===== config.mk =====
export PLATFORM = sky130hd
export DESIGN_NAME = apb_slave_bank
export DESIGN_NICKNAME = d
export VERILOG_FILES = /design/src/rtl/apb_slave_bank.sv
export SDC_FILE = /design/constraint.sdc
export NUM_CORES = 2
export LEC_CHECK = 0
export BUFFER_PORTS_ARGS = -buffer_cell sky130_fd_sc_hd__buf_4
export CORE_MARGIN = 3
export CORE_UTILIZATION = 60
export DETAILED_ROUTE_END_ITERATION = 8
export MAX_ROUTING_LAYER = met4
export PLACE_DENSITY = 0.76
export SYNTH_ARGS = -nofsm -noshare
export SYNTH_HDL_FRONTEND = slang
export SYNTH_SLANG_ARGS = --single-unit

===== constraint.sdc =====
create_clock -name Hclk -period 4.03 [get_ports Hclk]
set_clock_uncertainty 0.1 [all_clocks]
set_input_delay 0.806 -clock Hclk [delete_from_list [all_inputs] [get_ports Hclk]]
set_output_delay 0.806 -clock Hclk [all_outputs]
set_load 0.05 [all_outputs]

===== src/rtl/apb_slave_bank.sv =====
`default_nettype none
// ============================================================================
// Module   : apb_slave_bank
// Purpose  : APB completer behind an AHB-APB bridge. Holds NUM_SLV one-hot
//            selected register banks of DEPTH 32-bit words, tracks the APB
//            SETUP/ACCESS phases, flags protocol violations (sticky) and
//            counts completed reads and writes.
// Revision : 1.0 - initial release
// ============================================================================
module apb_slave_bank #(
  parameter int NUM_SLV = 4,
  parameter int DEPTH   = 16,
  parameter int CNT_W   = 16
) (
  input  logic               Hclk,
  input  logic               Hresetn,
  input  logic [NUM_SLV-1:0] Pselx,
  input  logic               Penable,
  input  logic               Pwrite,
  input  logic [31:0]        Paddr,
  input  logic [31:0]        Pwdata,
  output logic [31:0]        Prdata,
  output logic               prot_err,
  output logic [CNT_W-1:0]   wr_cnt,
  output logic [CNT_W-1:0]   rd_cnt
);

  localparam int IDX_W = (DEPTH > 1) ? $clog2(DEPTH) : 1;
  localparam int SLV_W = (NUM_SLV > 1) ? $clog2(NUM_SLV) : 1;
  localparam logic [CNT_W-1:0]   CNT_ONE = CNT_W'(1);
  localparam logic [NUM_SLV-1:0] SEL_ONE = NUM_SLV'(1);

  typedef enum logic [1:0] {
    ST_IDLE   = 2'd0,
    ST_SETUP  = 2'd1,
    ST_ACCESS = 2'd2
  } state_t;

  // One-hot select to binary slave number (caller guarantees one-hot)
  function automatic logic [SLV_W-1:0] sel_to_idx(input logic [NUM_SLV-1:0] oh);
    logic [SLV_W-1:0] r;
    r = '0;
    for (int i = 0; i < NUM_SLV; i++) begin
      if (oh[i]) r = r | SLV_W'(i);
    end
    return r;
  endfunction

  state_t               state_q, state_d;
  logic [NUM_SLV-1:0]   psel_q, psel_d;
  logic [31:0]          paddr_q, paddr_d;
  logic                 pwrite_q, pwrite_d;
  logic [31:0]          pwdata_q, pwdata_d;
  logic [31:0]          prdata_q, prdata_d;
  logic                 prot_err_q, prot_err_d;
  logic [CNT_W-1:0]     wr_cnt_q, wr_cnt_d;
  logic [CNT_W-1:0]     rd_cnt_q, rd_cnt_d;
  logic [31:0]          bank_q [NUM_SLV][DEPTH];
  logic [31:0]          bank_d [NUM_SLV][DEPTH];

  logic                 sel;
  logic                 sel_onehot;
  logic                 addr_aligned;
  logic                 setup_ok;
  logic                 same_as_latched;
  logic                 start_setup;
  logic                 commit;
  logic                 err;

  logic [SLV_W-1:0]     in_slv;
  logic [IDX_W-1:0]     in_idx;
  logic [SLV_W-1:0]     lat_slv;
  logic [IDX_W-1:0]     lat_idx;

  // Input qualification shared by the FSM and the datapath
  always_comb begin
    sel             = |Pselx;
    sel_onehot      = sel && ((Pselx & (Pselx - SEL_ONE)) == '0);
    addr_aligned    = (Paddr[1:0] == 2'b00);
    setup_ok        = sel && !Penable && sel_onehot && addr_aligned;
    same_as_latched = (Pselx == psel_q) && (Paddr == paddr_q) &&
                      (Pwrite == pwrite_q) && (Pwdata == pwdata_q);
    in_slv          = sel_to_idx(Pselx);
    in_idx          = Paddr[IDX_W+1:2];
    lat_slv         = sel_to_idx(psel_q);
    lat_idx         = paddr_q[IDX_W+1:2];
  end

  // FSM state register
  always_ff @(posedge Hclk or negedge Hresetn) begin
    if (!Hresetn) state_q <= ST_IDLE;
    else          state_q <= state_d;
  end

  // FSM next state: any violation drops back to IDLE and raises err
  always_comb begin
    state_d     = state_q;
    start_setup = 1'b0;
    commit      = 1'b0;
    err         = 1'b0;
    case (state_q)
      ST_IDLE: begin
        if (sel) begin
          if (setup_ok) begin
            state_d     = ST_SETUP;
            start_setup = 1'b1;
          end else begin
            err = 1'b1;
          end
        end
      end
      ST_SETUP: begin
        if (sel && Penable && same_as_latched) begin
          state_d = ST_ACCESS;
          commit  = 1'b1;
        end else begin
          state_d = ST_IDLE;
          err     = 1'b1;
        end
      end
      ST_ACCESS: begin
        if (!sel) begin
          state_d = ST_IDLE;
        end else if (setup_ok) begin
          state_d     = ST_SETUP;
          start_setup = 1'b1;
        end else begin
          state_d = ST_IDLE;
          err     = 1'b1;
        end
      end
      default: begin
        state_d = ST_IDLE;
      end
    endcase
  end

  // Datapath next values: latch on SETUP entry, read on SETUP entry, write/count on commit
  always_comb begin
    psel_d     = psel_q;
    paddr_d    = paddr_q;
    pwrite_d   = pwrite_q;
    pwdata_d   = pwdata_q;
    prdata_d   = prdata_q;
    prot_err_d = prot_err_q | err;
    wr_cnt_d   = wr_cnt_q;
    rd_cnt_d   = rd_cnt_q;
    bank_d     = bank_q;
    if (start_setup) begin
      psel_d   = Pselx;
      paddr_d  = Paddr;
      pwrite_d = Pwrite;
      pwdata_d = Pwdata;
      // Read data is fetched here so it is stable for the whole ACCESS phase
      if (!Pwrite) prdata_d = bank_q[in_slv][in_idx];
    end
    if (commit) begin
      if (pwrite_q) begin
        bank_d[lat_slv][lat_idx] = pwdata_q;
        wr_cnt_d = wr_cnt_q + CNT_ONE;
      end else begin
        rd_cnt_d = rd_cnt_q + CNT_ONE;
      end
    end
  end

  // Datapath registers; reset clears the banks so a half-done write leaves nothing behind
  always_ff @(posedge Hclk or negedge Hresetn) begin
    if (!Hresetn) begin
      psel_q     <= '0;
      paddr_q    <= '0;
      pwrite_q   <= 1'b0;
      pwdata_q   <= '0;
      prdata_q   <= '0;
      prot_err_q <= 1'b0;
      wr_cnt_q   <= '0;
      rd_cnt_q   <= '0;
      for (int s = 0; s < NUM_SLV; s++) begin
        for (int w = 0; w < DEPTH; w++) begin
          bank_q[s][w] <= '0;
        end
      end
    end else begin
      psel_q     <= psel_d;
      paddr_q    <= paddr_d;
      pwrite_q   <= pwrite_d;
      pwdata_q   <= pwdata_d;
      prdata_q   <= prdata_d;
      prot_err_q <= prot_err_d;
      wr_cnt_q   <= wr_cnt_d;
      rd_cnt_q   <= rd_cnt_d;
      bank_q     <= bank_d;
    end
  end

  assign Prdata   = prdata_q;
  assign prot_err = prot_err_q;
  assign wr_cnt   = wr_cnt_q;
  assign rd_cnt   = rd_cnt_q;

endmodule
`default_nettype wire


**Word level (Yosys, flattened, before mapping)**

Cells that the tools add are included.
Widths: inputs -> output; s select.

- Add/subtract/negate cells: 3
- Order comparisons: 6
- Equal/unequal tests: 8
- Muxes and demuxes: 32
- Bitwise operators: 8
- Reduce and logical (&&, ||, !) cells: 21

Operator list:

| kind | count |
|---|---|
| $bwmux 2048 | 1 |
| $mux 512 | 3 |
| $bmux 512 s2 | 1 |
| $demux 512 s2 | 1 |
| $bmux 32 s4 | 1 |
| $demux 32 s4 | 1 |
| $mux 32 | 3 |
| $eq 32x32->1 | 2 |
| $add 16x1->16 const B | 2 |
| $mux 2 | 7 |
| $mux 1 | 12 |
| $logic_and 1x1->1 | 11 |
| $ge 5x5->1 const B | 2 |
| $not 4->5 | 2 |
| $reduce_and 2->1 | 4 |
| $ge 3x3->1 const B | 2 |
| $not 2->3 | 2 |
| $pmux 2 s3 | 1 |
| $lt 5x1->1 const B | 1 |
| $and 4x4->4 | 1 |
| $eq 4x4->1 | 1 |
| $logic_not 2->1 | 2 |
| $logic_not 4->1 | 1 |
| $ne 2x2->1 const B | 2 |
| other kinds (11) | 12 |

- Flip-flop bits (word level): 2184
- Input port bits: 72
- Output and inout port bits: 65
- Logic and storage cells: 151

**Depth between registers and ports, before layout**

- Word-level depth: 10
- Mapped depth: 12

**Worst setup path after synthesis**

Ideal clock, no wire load.

- Path type: input port to flip-flop
- Start point: input Paddr[1]
- End point: register bank_q[449] in the netlist's numbering
- Library setup time: 0.128 ns
- Arrival: 3.415 ns
- Required time: 3.802 ns
- Slack: 0.387 ns
- Cell stages on the path: 10
- Buffers on the path: 3
- Cells stage by stage: nor2b_1 a2111o_1 nor4_1 nand4_1 or3_1 buf_2 buf_6 nor4_4 buf_2 mux2_1

- Word-level cells in the longest chain between the ends: 8

Ends and longest elaborated chain:

| item | RTL line | RTL |
|---|---|---|
| start, declared | 20 | `input logic [31:0] Paddr,` |
| $eq 32x32->1 | 81 | `same_as_latched = (Pselx == psel_q) && (Paddr == paddr_q) &&` |
| $logic_and 1x1->1 (2 in a row) | 81 |  |
| $logic_and 1x1->1 | 82 | `(Pwrite == pwrite_q) && (Pwdata == pwdata_q);` |
| $logic_and 1x1->1 | 113 | `if (sel && Penable && same_as_latched) begin` |
| $mux 1 | 113 |  |
| $mux 1 | 101 | `case (state_q)` |
| $reduce_and 2->1 (no line) | n/a |  |
| end signal, assigned | 192 | `bank_q <= bank_d;` |
| end, declared | 58 | `logic [31:0] bank_q [NUM_SLV][DEPTH];` |

Every way passes these cells.
A chain may end at the register's enable or synchronous reset.

**Worst setup path in the final report**

- Start point: register paddr_q[5]
- End point: register bank_q[301] in the netlist's numbering

- Word-level cells in the longest chain between the ends: 8

Ends and longest elaborated chain:

| item | RTL line | RTL |
|---|---|---|
| start, declared | 51 | `logic [31:0] paddr_q, paddr_d;` |
| start signal, assigned | 185 | `paddr_q <= paddr_d;` |
| $not 4->5 (implied by the code) or $eq 32x32->1 (tied branches) | 159, 81 |  |
| $ge 5x5->1 (implied by the code) (tied with other cells) | 159 | `bank_d[lat_slv][lat_idx] = pwdata_q;` |
| $logic_and 1x1->1, on equally long branches | 159, 81 |  |
| $mux 32 (implied by the code) or $logic_and 1x1->1 (tied branches) | 159, 82 |  |
| $demux 32 s4 or $logic_and 1x1->1 (tied branches) | 159, 113 |  |
| $mux 512 (implied by the code) or $mux 1 (tied branches) | 159, 113 |  |
| $demux 512 s2 or $mux 1 (tied branches) | 159, 101 |  |
| $bwmux 2048 or $reduce_and 2->1 (tied branches) | n/a |  |

Parallel ways exist; a longest one is shown, timed or not.

==> results.tsv <==
stage	metric	value	unit
run_status	status	finished, final reports clean	
cts	post_cts_setup_buffer_count	0	
detailed_routing	num_vias	64400	
worst_setup_path	timing.reg2reg.worst_path_depth	10	
synth	yosysSeqAreaShare	54.9	%
sta	postLayoutSetupSlackWorst	362	ps
grt	groute.layer.met3.usage	7.28	%
power	power_density	441	nW/um2
synth	yosys.area.top_type_share	54.9	%
sta	timing.final.crit_share	91.0	%
cts	clk_pin_slew	60	ps
worst_setup_path	r2r_path_end	bank_q[301]$_DFFE_PN0P_	
flow_run	timing.max_cap.violations	0	
worst_setup_path	worst_path_most_repeated_cell	buf_12	
worst_setup_path	delay_of_the_slowest_cell_on_the_worst_path	570	ps
sta	worst_slew_slack_as_a_fraction_of_its_limit	31.4	%
synth	synth_ff_type	dfrtp_1	
worst_setup_path	crit_family	simple AND/OR/NAND/NOR gates	
grt	first_global_vias	66800	
detailed_routing	wire_per_inst	30.0	um
detailed_routing	detail_route.first_pass.iterations	5	
hold_path	timing.hold.worst.class	input pin to flip-flop	
synth	number_of_synthesized_register_bits	2184	
cts	clock_root_buffer_master	clkbuf_16	
sta	hold_violations	0	
detailed_routing	drt-initial-drc-count	5944	
placed_design	placement.cell_area	106000	um2
sta	report.final.setup_viol	0	
detailed_routing	drcViolationCount	0	
worst_setup_path	setup.worst_path.class	flip-flop to flip-flop	
synth	synth_adder_area_share	0.0352	%
worst_setup_path	timing.critical_path.required	4660	ps
grt	antenna_found_initial	8	
synth	yosys-mux-area-fraction	32.9	%
cts	cts.htree.levels	4	
grt	grt.overflow.total	0	
cts	clock_insertion_delay_worst_skew	880	ps
worst_setup_path	cp-end-kind	flip-flop	
placed_design	buffer_ports.inserted	136	
synth	post_synth.cell_area_avg	14.1	um2
layout	final_cell_area	114000	um2
grt	grt_use_met1	47.0	%
grt	grt_max_degree	150	
worst_setup_path	critical_path.cell_chain	xnor2_1, buf_4, o31ai_1, nor4_1, nand4_1, or3_1, buf_12, nor4_4, buf_12, mux2_2	
worst_setup_path	slowest_stage	dfrtp_1	
worst_setup_path	rr_startpoint	paddr_q[5]$_DFFE_PN0P_	
layout	final_nets	7266	
synth	post_synth_and_or_nand_nor_area_fraction	3.06	%
grt	top_usage_layer	met2	
placed_design	pre_cts_ws	-278	ps
synth	yosys_warnings	0	
cts	cts_tree	built	
power	power.total	50.1	mW
synth	syn-instance-count	7087	
die	placement_rows	148	
sta	fmaxAchievable	0.273	GHz
sta	min_tclk_post_route	3670	ps
power	power_leakage	55.5	nW
detailed_routing	wl	286000	um
synth	synth_top_family_by_area	multiplexers	
cts	clock_tree.buffer_depth	3	
layout	leading_cell_type_in_the_layout_fill_and_taps_excluded	dfrtp_1	
worst_setup_path	worstPathMaxFanout	22	
placed_design	place_congestion	0.893	
sta	unrepaired_setup_endpoints_after_global_routing	false	
synth	synth_area_leaders	dfrtp_1 55%, mux2_2 22%, mux4_2 6.3%	
power	worst_ir_drop_vdd	0.541	mV
synth	synth_enable_flop_cells	0	
placed_design	hpwlAfterDp	178000	um
synth	ys_async_sr_fraction	100	%
die	core-area	164000	um2
layout	drive_gt1_share	44.5	%
grt	globalRouteMet2Util	53.2	%
cts	cts_resized	0	
synth	syn-cell-area	99600	um2
grt	total_routing_usage_gr	35.0	%
worst_setup_path	start_kind	flip-flop	
synth	compound_cell_area_share_of_the_yosys_netlist	5.48	%
worst_setup_path	crit_end	bank_q[301]$_DFFE_PN0P_	
cts	sink_count	2184	
worst_setup_path	worst-path-stages	10	
worst_setup_path	reg2reg_slack	360	ps
layout	mostFrequentLayoutCells	2152 x dfrtp_1, 1943 x mux2_2, 473 x buf_4	
die	chipHeight	413	um
detailed_routing	drt-vias-per-instance	6.73	
sta	final-max-slew-violation-count	0	
worst_setup_path	path_buf_inv	3	
die	full_die_area	171000	um2
worst_setup_path	crit_path_start	paddr_q[5]$_DFFE_PN0P_	
sta	tightestPinTransition	1020	ps
layout	areaGrowthSynthToFinish	14.1	%
cts	cts_inserted_buffers	220	
synth	mappedNetlistNets	7161	
synth	synth_largest_area_cell	dfrtp_1	
worst_setup_path	arrival	4300	ps
synth	synthXorXnorAreaFrac	0.686	%
detailed_routing	detail-route-antenna-nets	0	
die	io_pins	137	
grt	grt_first_pass_wirelength	434000	um
cts	cts_hold_buffers	1	
die	start_util	60.8	%
die	die-width	413	um
synth	number_of_distinct_library_cells_after_synthesis	69	
-- cells in the mapped netlist, types with 88 or more instances --
cell	n
buf_1	142
nor2_1	88
nand2_1	256
dfrtp_1	2184
a21oi_1	100
o21ai_0	197
mux2i_1	260
mux2_2	1943
o221ai_1	171
clkbuf_1	488
mux2_1	182
mux4_2	278
-- per-stage QoR --
stage / util [%] / cells / hold WS [ps] / TNS (ps)
after floorplan: - / 7087 / 350 / 0
after global placement: 64.6 / 9144 / 362 / -726
after detailed placement: 64.6 / 9144 / 369 / -605
after CTS: 69.3 / 9553 / 7.91 / 0
after global routing: 69.3 / 9558 / 51.3 / 0
final: 69.3 / 9559 / 54.2 / 0
-- worst min-delay path: stages --
cell and delay (ps):
buf_4 90, nand2_1 40, o21ai_0 60
-- final cells by class --
class | instances | area, um2
fill | 10900 | 50300
clock inverter | 75 | 1100
sequential | 2184 | 54700
multi-input combinational | 4164 | 42300
timing repair buffer | 602 | 6120
inverter | 20 | 82.6
tap | 2175 | 2720
clock buffer | 333 | 6610
antenna | 6 | 15.0
-- worst min path at each step --
stage / startpoint / endpoint / slack [ps] / cells past startpoint
after floorplan: bank_q[465]$_DFFE_PN0P_ / bank_q[465]$_DFFE_PN0P_ / 350 / 1
after global placement: bank_q[461]$_DFFE_PN0P_ / bank_q[461]$_DFFE_PN0P_ / 360 / 1
after detailed placement: bank_q[464]$_DFFE_PN0P_ / bank_q[464]$_DFFE_PN0P_ / 370 / 1
after CTS: Pwdata[6] / pwdata_q[6]$_DFFE_PN0P_ / 8 / 3
after global routing: Pwdata[12] / pwdata_q[12]$_DFFE_PN0P_ / 50 / 3
final: Paddr[31] / paddr_q[31]$_DFFE_PN0P_ / 50 / 3
-- power by group --
group / internal [mW] / switching [mW]
sequential: 22.2 / 0.419
clock: 12.6 / 8.97
combinational: 1.38 / 4.43
-- kinds of logic after synthesis --
group                    Yosys count
multiplexers                    2663
flip-flops                      2184
AND/OR/NAND/NOR                  621
AO/OA/AOI/OAI                    799
XOR/XNOR                          78
adder cells (fa/ha/maj)            3
buffers and inverters            739
-- layer usage --
layer / part of all wire, % / routed length (um) / up-vias
met3: 8.7 / 24800 / 702
met2: 47 / 133000 / 2842
li1: - / - / 26500
met5: 0 / 0 / -
met1: 41 / 116000 / 34300
met4: 4.3 / 12200 / 0
-- sequential cells by signal, summed over array words and instances, names as in the netlist --
name,count
prot_err,1
psel_q,4
state_q,2
paddr_q,32
wr_cnt,16
Prdata,32
bank_q,2048
pwrite_q,1
rd_cnt,16
pwdata_q,32
Power figures use the tool's default switching activity.
